==> src/rtl/sdram_log_writer.sv <==
// Telemetry logger feeding sdram_interface: buffers samples in a small FIFO,
// prefixes each frame with a two-word timestamp header, writes words linearly.
module sdram_log_writer #(
  parameter int unsigned FIFO_DEPTH = 8,
  parameter bit          WRAP_EN    = 1'b0,
  parameter logic [7:0]  HDR_TAG    = 8'hA5
) (
  input  logic        CLK_48MHZ,
  input  logic        NSYSRESET,
  input  logic [23:0] TIMESTAMP,
  input  logic        FRAME_START,
  input  logic [15:0] SAMPLE_DATA,
  input  logic        SAMPLE_VALID,
  output logic        SAMPLE_READY,
  input  logic [1:0]  SDRAM_STATUS,
  output logic [1:0]  CMD_OUT,
  output logic [1:0]  BANK_OUT,
  output logic [12:0] ROW_OUT,
  output logic [8:0]  COL_OUT,
  output logic [15:0] DATA_OUT,
  output logic [23:0] WORDS_WRITTEN,
  output logic        FULL,
  output logic        OVERFLOW
);
  localparam int unsigned PW = (FIFO_DEPTH > 1) ? $clog2(FIFO_DEPTH) : 1;
  localparam logic [PW:0] DEPTH_C  = (PW+1)'(FIFO_DEPTH);
  localparam logic [1:0]  CMD_IDLE = 2'b00;
  localparam logic [1:0]  CMD_WR   = 2'b01;

  typedef enum logic [1:0] {IDLE, ISSUE, WAIT_DONE, FULL_ST} state_t;
  typedef enum logic [1:0] {SRC_DATA, SRC_HDR0, SRC_HDR1} src_t;

  logic [15:0]   mem_q [FIFO_DEPTH];
  logic [PW-1:0] wr_ptr_q, wr_ptr_d, rd_ptr_q, rd_ptr_d;
  logic [PW:0]   count_q, count_d;
  logic          ready_q, ready_d, ovf_q, ovf_d;
  logic [23:0]   hdr_ts_q, hdr_ts_d;
  logic          hdr_pending_q, hdr_pending_d, hdr_phase_q, hdr_phase_d;
  src_t          src_q, src_d;
  state_t        state_q, state_d;
  logic [1:0]    cmd_q, cmd_d;
  logic [23:0]   addr_q, addr_d;
  logic [15:0]   data_q, data_d;
  logic [23:0]   words_q, words_d;
  logic          full_q, full_d;
  logic          push, pop, accept, fifo_full, fifo_empty;

  assign fifo_full  = (count_q == DEPTH_C);
  assign fifo_empty = (count_q == '0);
  assign accept     = (state_q == ISSUE) && SDRAM_STATUS[0];
  // READY is registered, so a push is refused on a full FIFO even if a pop happens now
  assign push       = SAMPLE_VALID && ready_q;
  assign pop        = accept && (src_q == SRC_DATA);

  always_comb begin
    wr_ptr_d = push ? wr_ptr_q + 1'b1 : wr_ptr_q;
    rd_ptr_d = pop  ? rd_ptr_q + 1'b1 : rd_ptr_q;
    count_d  = count_q + (PW+1)'(push) - (PW+1)'(pop);
    ready_d  = (count_d != DEPTH_C);
    ovf_d    = ovf_q | (SAMPLE_VALID & fifo_full);
  end

  always_comb begin
    state_d       = state_q;
    cmd_d         = cmd_q;
    addr_d        = addr_q;
    data_d        = data_q;
    words_d       = words_q;
    full_d        = full_q;
    src_d         = src_q;
    hdr_pending_d = hdr_pending_q;
    hdr_phase_d   = hdr_phase_q;
    hdr_ts_d      = FRAME_START ? TIMESTAMP : hdr_ts_q;
    unique case (state_q)
      IDLE: begin
        if (hdr_pending_q) begin
          src_d   = hdr_phase_q ? SRC_HDR1 : SRC_HDR0;
          data_d  = hdr_phase_q ? hdr_ts_q[15:0] : {HDR_TAG, hdr_ts_q[23:16]};
          cmd_d   = CMD_WR;
          state_d = ISSUE;
        end else if (!fifo_empty) begin
          src_d   = SRC_DATA;
          data_d  = mem_q[rd_ptr_q];
          cmd_d   = CMD_WR;
          state_d = ISSUE;
        end
      end
      ISSUE: begin
        if (SDRAM_STATUS[0]) begin
          cmd_d   = CMD_IDLE;
          state_d = WAIT_DONE;
          if (src_q == SRC_HDR0) hdr_phase_d = 1'b1;
          if (src_q == SRC_HDR1) begin
            hdr_pending_d = 1'b0;
            hdr_phase_d   = 1'b0;
          end
        end
      end
      WAIT_DONE: begin
        if (SDRAM_STATUS[1]) begin
          if (words_q != 24'hFFFFFF) words_d = words_q + 24'd1;
          if (addr_q != 24'hFFFFFF) begin
            addr_d  = addr_q + 24'd1;
            state_d = IDLE;
          end else if (WRAP_EN) begin
            addr_d  = '0;
            state_d = IDLE;
          end else begin
            full_d  = 1'b1;
            state_d = FULL_ST;
          end
        end
      end
      FULL_ST: cmd_d = CMD_IDLE;
    endcase
    // A new frame start wins over a header completing in the same cycle
    if (FRAME_START) hdr_pending_d = 1'b1;
  end

  always_ff @(posedge CLK_48MHZ) begin
    if (push) mem_q[wr_ptr_q] <= SAMPLE_DATA;
    hdr_ts_q <= hdr_ts_d;
  end

  always_ff @(posedge CLK_48MHZ or negedge NSYSRESET) begin
    if (!NSYSRESET) begin
      wr_ptr_q      <= '0;
      rd_ptr_q      <= '0;
      count_q       <= '0;
      ready_q       <= 1'b0;
      ovf_q         <= 1'b0;
      hdr_pending_q <= 1'b0;
      hdr_phase_q   <= 1'b0;
      src_q         <= SRC_DATA;
      state_q       <= IDLE;
      cmd_q         <= CMD_IDLE;
      addr_q        <= '0;
      data_q        <= '0;
      words_q       <= '0;
      full_q        <= 1'b0;
    end else begin
      wr_ptr_q      <= wr_ptr_d;
      rd_ptr_q      <= rd_ptr_d;
      count_q       <= count_d;
      ready_q       <= ready_d;
      ovf_q         <= ovf_d;
      hdr_pending_q <= hdr_pending_d;
      hdr_phase_q   <= hdr_phase_d;
      src_q         <= src_d;
      state_q       <= state_d;
      cmd_q         <= cmd_d;
      addr_q        <= addr_d;
      data_q        <= data_d;
      words_q       <= words_d;
      full_q        <= full_d;
    end
  end

  // Linear address: bank/row/col concatenated, so a plain increment walks col, row, bank
  assign BANK_OUT      = addr_q[23:22];
  assign ROW_OUT       = addr_q[21:9];
  assign COL_OUT       = addr_q[8:0];
  assign CMD_OUT       = cmd_q;
  assign DATA_OUT      = data_q;
  assign WORDS_WRITTEN = words_q;
  assign FULL          = full_q;
  assign OVERFLOW      = ovf_q;
  assign SAMPLE_READY  = ready_q;
endmodule

==> config.mk <==
export PLATFORM = sky130hd
export DESIGN_NAME = sdram_log_writer
export DESIGN_NICKNAME = d
export VERILOG_FILES = /design/src/rtl/sdram_log_writer.sv
export SDC_FILE = /design/constraint.sdc
export NUM_CORES = 1
export LEC_CHECK = 0
export ABC_CLOCK_PERIOD_IN_PS = 2700
export BUFFER_PORTS_ARGS = -buffer_cell sky130_fd_sc_hd__buf_2
export CORE_MARGIN = 2
export CORE_UTILIZATION = 52
export DETAILED_ROUTE_END_ITERATION = 8
export HOLD_SLACK_MARGIN = 0.03
export PLACE_DENSITY = 0.84
export RECOVER_POWER = 25
export SYNTH_ARGS = -nofsm -noshare
export SYNTH_HDL_FRONTEND = slang
export SYNTH_SLANG_ARGS = --single-unit
==> constraint.sdc <==
create_clock -name CLK_48MHZ -period 2.7 [get_ports CLK_48MHZ]
set_clock_uncertainty 0.05 [all_clocks]
set_input_delay 0.54 -clock CLK_48MHZ [delete_from_list [all_inputs] [get_ports CLK_48MHZ]]
set_output_delay 0.54 -clock CLK_48MHZ [all_outputs]
set_load 0.05 [all_outputs]
* Yosys cells after proc, flatten, opt, wreduce, memory -nomap -nowiden *
Memory sizes are Yosys's and may differ from the RTL's.
Index checks and enable logic that the tools add are counted.

storage, ports and cells
  flip-flop bits (word level) = 109
  memories = 1
  input port bits = 46
  word-level logic and storage cells = 80
  RAM bits = 128
  output and inout port bits = 69

memories
  name   words  width  read ports  clocked after Yosys merged registers in  wr ports  RTL line  text
  mem_q  8      16     1           0                                        1         33        logic [15:0] mem_q [FIFO_DEPTH];

operators by class
  reductions and logical operators = 20
  add/sub/neg operators = 6
  muxes and demuxes = 22
  bitwise logic cells = 3
  eq/ne operators = 13

operators by type and width
  kind                   number
  $add 24x1->24 const B  2
  $mux 16                3
  $ne 24x24->1 const B   2
  $mux 2                 9
  $reduce_and 3->1       6
  $pmux 2 s3             2
  $mux 1                 8
  $reduce_bool 2->1      4
  $add 3x1->3 const B    2
  $eq 2x2->1 const B     3
  $ne 2x2->1 const B     3
  $reduce_bool 3->1      2
  $add 4x1->4            1
  $eq 2x1->1 const B     2
  $eq 4x4->1 const B     1
  $logic_not 2->1        2
  $logic_not 4->1        1
  $ne 4x4->1 const B     1
  $reduce_and 4->1       1
  $sub 4x1->4            1
  $logic_and 1x1->1      3
  $ne 3x3->1 const B     1
  $reduce_and 2->1       1
  $and 1x1->1            1
  2 further kinds        2

* Logic depth before layout (Yosys ltp) *
  word-level depth = 5
  gate-level depth with buffers = 11

* Least setup slack after synthesis *
No wires, ideal clock.

  kind = reg2reg
  start = register state_q[1]
  end = register ready_q (netlist: SAMPLE_READY)
  path buffers = 1
  setup slack = -0.153 ns
  stages on the path, launching flop included = 12
  data arrival time = 2.657 ns
  period minus slack after synthesis = 2.853 ns
  setup time = 0.146 ns
  cell sequence = dfrtp_1 -> inv_1 -> ha_1 -> and3_1 -> clkbuf_1 -> ha_1 -> inv_1 -> ha_1 -> inv_1 -> fa_1 -> inv_1 -> or4b_2

on the way
  cells in the longest elaborated chain, start to end = 5

ends and longest elaborated chain
  what                    RTL line  text
  from (decl)             40        state_t state_q, state_d;
  from (signal assigned)  150       state_q <= state_d;
  $eq 2x1->1              50        assign accept = (state_q == ISSUE) && SDRAM_STATUS[0];
  $logic_and 1x1->1       50
  $logic_and 1x1->1       53        assign pop = accept && (src_q == SRC_DATA);
  named net pop           46        logic push, pop, accept, fifo_full, fifo_empty;
  $sub 4x1->4             58        count_d = count_q + (PW+1)'(push) - (PW+1)'(pop);
  named net count_d[1]    35        logic [PW:0] count_q, count_d;
  $ne 4x4->1              59        ready_d = (count_d != DEPTH_C);
  named net ready_d       36        logic ready_q, ready_d, ovf_q, ovf_d;
  to (signal assigned)    145       ready_q <= ready_d;
  to (decl)               36

The timed path passes the listed nets, and every way through them passes these cells.
A chain may end at the register's enable or synchronous reset.

* Final worst setup path *
  start = register src_q[0]
  end = register ready_q (netlist: SAMPLE_READY)

on the way
  cells in the longest elaborated chain, start to end = 4

ends and longest elaborated chain
  what                    RTL line  text
  from (decl)             39        src_t src_q, src_d;
  from (signal assigned)  149       src_q <= src_d;
  $logic_not 2->1         53
  $logic_and 1x1->1       53
  $sub 4x1->4             58
  named net count_d[1]    35
  $ne 4x4->1              59
  named net ready_d       36

The timed path passes the listed nets, and every way through them passes these cells.

==> results.sh <==
export IMPL_outcome="finished clean"
export IMPL_power_switching_mw=3.961
export IMPL_finalSetupViolations=0
export IMPL_worstSkewPairLatency_ps=520
export IMPL_period_needed_ps=2499
export IMPL_routed_vias=5953
export IMPL_detailed_place_area_sq_um=10710
export IMPL_power_leakage_nw=4.551
export IMPL_drc=0
export IMPL_cts_path_max_buffers=3
export IMPL_regToRegStartpoint="src_q[0]$_DFFE_PN0P_"
export IMPL_worst_hold_path_num_cells=1
export IMPL_ctsRootBufferMaster="sky130_fd_sc_hd__clkbuf_16"
export IMPL_switching_share_pct=34.06
export IMPL_synth_compound_area_share_pct=4.212
export IMPL_areaGrowthSynthToFinish_pct=18.26
export IMPL_path_max_fanout=2
export IMPL_numPlacedInstances=982
export IMPL_worstPathRequired_ps=3040
export IMPL_power_per_cell_area_nw_per_um2=1012
export IMPL_arrival_ps=2840
export IMPL_use_met2_pct=34.74
export IMPL_clockPowerShare_pct=26.6
export IMPL_multi_input_area_sq_um=2932
export IMPL_die_area_sq_um=19790
export IMPL_fin_crit_sh_pct=92.57
export IMPL_drt_pass1_iter_count=5
export IMPL_net_count_of_the_mapped_netlist=696
export IMPL_ys_async_sr_fraction_pct=35.59
export IMPL_criticalPathCategory="reg -> reg"
export IMPL_global_route_usage_total_pct=20.10
export IMPL_sequential_cell_area_sq_um=6668
export IMPL_share_of_synthesized_cell_area_in_full_adder_half_adder_and_majority_cells_pct=2.267
export IMPL_min_delay_path_class="in -> reg"
export IMPL_post_route_cell_area_sq_um=11490
export IMPL_met1_usage_pct=26.59
export IMPL_reg2regPathDepth=10
export IMPL_netlist_instances=633
export IMPL_power_internal_mw=7.669
export IMPL_floorplan_initialDensity_pct=53.53
export IMPL_detail_route_iter0_violations=374
export IMPL_reg2reg_slack_ps=200
export IMPL_vias_per_cell=5.785
export IMPL_synthXorXnorAreaFrac_pct=4.238
export IMPL_floorplan_core_area_sq_um=18150
export IMPL_top_usage_layer="met2"
export IMPL_detail_route_antenna_nets=0
export IMPL_ys_top_cells_by_area="sky130_fd_sc_hd__edfxtp_1, sky130_fd_sc_hd__dfrtp_1, sky130_fd_sc_hd__mux4_2"
export IMPL_synth_largest_type_area_fraction_pct=46.99
export IMPL_die_h_microns=140.7
export IMPL_post_synth_cell_area_avg_sq_um=15.35
export IMPL_synth_top_family_by_area="multiplexers"
export IMPL_port_buffers=113
export IMPL_synth_simple_area_share_pct=9.274
export IMPL_tritoncts_num_sinks=236
export IMPL_grt_max_degree=52
export IMPL_placementRows=49
export IMPL_worst_r2r_endpoint="SAMPLE_READY$_DFF_PN0_"
export IMPL_cts_htree_levels=1
export IMPL_stdcell_count=1029
export IMPL_cts_tree="done"
export IMPL_yosysSeqAreaShare_pct=68.62
export IMPL_capture_endpoint_of_the_worst_hold_path="hdr_ts_q[10]$_DFFE_PP_"
export IMPL_dp_hpwl_microns=13360
export IMPL_final_nets=845
export IMPL_die_w_microns=140.7
export IMPL_fmax_ghz=0.4001
export IMPL_overflow=0
export IMPL_worstSetupEndpointType="register"
export IMPL_clk_transition_reported_paths_ps=60
export IMPL_synth_top_area_cell="sky130_fd_sc_hd__edfxtp_1"
export IMPL_slew_margin_rel_pct=52.82
export IMPL_power_ir_vdd_worst_v=0.0005694
export IMPL_worst_slew_pin_transition_ps=701.2
export IMPL_synth_lib_cells_used_distinct=51
export IMPL_globalRouteMet3Util_pct=3.125
export IMPL_number_of_synthesized_flops_with_an_enable_pin=152
export IMPL_postSynthRegisterBits=236
export IMPL_mappedNetlistArea_sq_um=9714
export IMPL_grt_antenna_before_repair=0
export IMPL_share_comb_of_total_power_pct=31.1
export IMPL_finalHoldViolations=0
export IMPL_numCtsBuffers=24
export IMPL_hp_start="TIMESTAMP[10]"
export IMPL_boundaryPins=115
export IMPL_finalWeightedCongestion=0.8527
export IMPL_wire_per_inst_microns=19.67
export IMPL_final_layout_size_suffix_gt1_share_pct=27.91
export IMPL_timing_final_max_slew_violations=0
export IMPL_grt_pass1_wl_microns=31260
export IMPL_synth_area_mux_share_pct=9.647
export IMPL_grt_pass1_vias=5701
export IMPL_rsz0062_at_grt="no"
export IMPL_nFillCells=1285
export IMPL_power_share_sequential_pct=42.3
export IMPL_synth_main_ff_cell="sky130_fd_sc_hd__edfxtp_1"
export IMPL_synth_warning_count=0
export IMPL_max_cap_violations=0
export IMPL_wirelength_microns=20240
export IMPL_critical_path_startpoint_type="register"
==> final cells by class <==
| type | count | area share, % |
|---|---|---|
| diodes | 1 | 0.02178 |
| clock buffers | 31 | 5.631 |
| clock inverters | 12 | 0.8168 |
| inverters | 16 | 0.5228 |
| multi-input cells | 359 | 25.52 |
| flip-flops and latches | 236 | 58.04 |
| well taps | 229 | 2.494 |
| repair buffers | 145 | 6.959 |
==> flip-flops by register name, indices dropped and copies added (netlist names), 3 cells and up <==
name / count
rd_ptr_q: 3
hdr_ts_q: 24
mem_q: 128
wr_ptr_q: 3
count_q: 4
WORDS_WRITTEN: 24
DATA_OUT: 16
addr_q: 24
==> repair_timing <==
item,4_1_cts,5_1_grt
gates resized for setup,0,7
endpoints found under the setup margin,1,1
hold buffers,1,0
buffers inserted,1,1
pin swaps,0,1
hold endpoints to repair,18,0
==> cells in the final DEF (no fill, tap or decap), types with 15 or more instances in the layout <==
| cell type | Yosys | routed |
|---|---|---|
| sky130_fd_sc_hd__a21oi_1 | 26 | 26 |
| sky130_fd_sc_hd__buf_2 | 5 | 93 |
| sky130_fd_sc_hd__buf_4 | 2 | 31 |
| sky130_fd_sc_hd__clkbuf_1 | 13 | 24 |
| sky130_fd_sc_hd__clkbuf_16 | 0 | 24 |
| sky130_fd_sc_hd__dfrtp_1 | 84 | 83 |
| sky130_fd_sc_hd__edfxtp_1 | 152 | 152 |
| sky130_fd_sc_hd__inv_1 | 16 | 15 |
| sky130_fd_sc_hd__mux2i_1 | 16 | 16 |
| sky130_fd_sc_hd__mux4_2 | 28 | 28 |
| sky130_fd_sc_hd__nand2_1 | 41 | 41 |
| sky130_fd_sc_hd__nand3_1 | 29 | 29 |
| sky130_fd_sc_hd__nand4_1 | 15 | 15 |
| sky130_fd_sc_hd__nor2_1 | 25 | 25 |
| sky130_fd_sc_hd__o21ai_0 | 17 | 17 |
| sky130_fd_sc_hd__xnor2_1 | 35 | 35 |
==> cells in the mapped netlist, types with 2 or more instances <==
cell                       number
sky130_fd_sc_hd__mux4_2        28
sky130_fd_sc_hd__buf_2          5
sky130_fd_sc_hd__inv_1         16
sky130_fd_sc_hd__nand2_1       41
sky130_fd_sc_hd__nand2b_1       7
sky130_fd_sc_hd__and4_1         2
sky130_fd_sc_hd__and4_4         3
sky130_fd_sc_hd__nand3_1       29
sky130_fd_sc_hd__a32oi_1        4
sky130_fd_sc_hd__ha_1          16
sky130_fd_sc_hd__a21o_1         2
sky130_fd_sc_hd__mux2i_1       16
sky130_fd_sc_hd__and2_1         2
sky130_fd_sc_hd__buf_4          2
sky130_fd_sc_hd__nand3b_1       3
sky130_fd_sc_hd__o21ai_0       17
sky130_fd_sc_hd__xnor2_1       35
sky130_fd_sc_hd__dfrtp_1       84
sky130_fd_sc_hd__nor2_1        25
sky130_fd_sc_hd__edfxtp_1     152
sky130_fd_sc_hd__nand4_1       15
sky130_fd_sc_hd__xor2_1        12
sky130_fd_sc_hd__mux2_2        11
sky130_fd_sc_hd__nor3_1         8
sky130_fd_sc_hd__nor4_1         7
sky130_fd_sc_hd__o22ai_1        5
sky130_fd_sc_hd__a31oi_1        6
sky130_fd_sc_hd__nor2b_1        2
sky130_fd_sc_hd__mux2_1         2
sky130_fd_sc_hd__clkbuf_1      13
sky130_fd_sc_hd__nor3_2         3
sky130_fd_sc_hd__and3_1        15
sky130_fd_sc_hd__a21oi_1       26
sky130_fd_sc_hd__or2_2          2
==> logic make-up (layout without fill, tap and decap cells) <==
kind of cell / after synthesis / in the layout
muxes: 57 / 57
DFF: 236 / 236
buffers and inverters: 38 / 204
adders and majority gates: 17 / 17
AOI/OAI and AO/OA: 68 / 68
xor gates and xnor gates: 47 / 47
and+or+nand+nor: 169 / 169
other: 1 / 2
==> through the flow <==
stage	setup WS (ps)	power [mW]	setup TNS [ps]	hold slack, ps	util [%]
global route	110.7	12.14	0	126.4	63.29
floorplan	-65.95	7.432	-65.95	194.4	-
global placement	4.191	8.383	0	411.4	59.00
finish	200.5	11.63	0	144.0	63.31
CTS	12.76	11.65	0	127.7	63.18
detailed placement	-29.32	8.515	-29.32	416.2	59.00
==> power by group through the flow <==
stage / Sequential (mW) / Clock, mW / Combinational, mW
after floorplan: 5.44 / 0 / 1.99
after global placement: 4.95 / 0 / 3.43
after detailed placement: 4.98 / 0 / 3.54
after CTS: 4.91 / 3.14 / 3.59
after global routing: 4.98 / 3.28 / 3.88
final: 4.92 / 3.10 / 3.61
==> metal layers <==
| layer | vias to the layer above | part of all wire [%] |
|---|---|---|
| li1 | 2706 | - |
| met1 | 2984 | 41 |
| met2 | 214 | 51 |
| met3 | 49 | 5.5 |
| met4 | 0 | 2.9 |
| met5 | - | 0 |
==> how the worst max path moves through the flow <==
stage	to	cells past startpoint	from	slack, ps
finish	SAMPLE_READY$_DFF_PN0_	10	src_q[0]$_DFFE_PN0P_	200
global route	SAMPLE_READY$_DFF_PN0_	10	src_q[1]$_DFFE_PN0P_	110
CTS	SAMPLE_READY$_DFF_PN0_	10	state_q[1]$_DFFE_PN0P_	10
detailed placement	SAMPLE_READY$_DFF_PN0_	9	SDRAM_STATUS[0]	-30
global placement	SAMPLE_READY$_DFF_PN0_	9	SDRAM_STATUS[0]	4
floorplan	SAMPLE_READY$_DFF_PN0_	11	state_q[1]$_DFFE_PN0P_	-70
==> worst max-delay path: stages, from the launching register on <==
cell and delay (ps):
sky130_fd_sc_hd__dfrtp_1 360, sky130_fd_sc_hd__inv_1 80, sky130_fd_sc_hd__ha_2 180, sky130_fd_sc_hd__and3_4 190, sky130_fd_sc_hd__ha_4 190, sky130_fd_sc_hd__inv_1 50, sky130_fd_sc_hd__ha_2 170, sky130_fd_sc_hd__inv_1 50
sky130_fd_sc_hd__fa_1 470, sky130_fd_sc_hd__inv_1 60, sky130_fd_sc_hd__or4b_4 520
(Power assumes the default switching activity.)
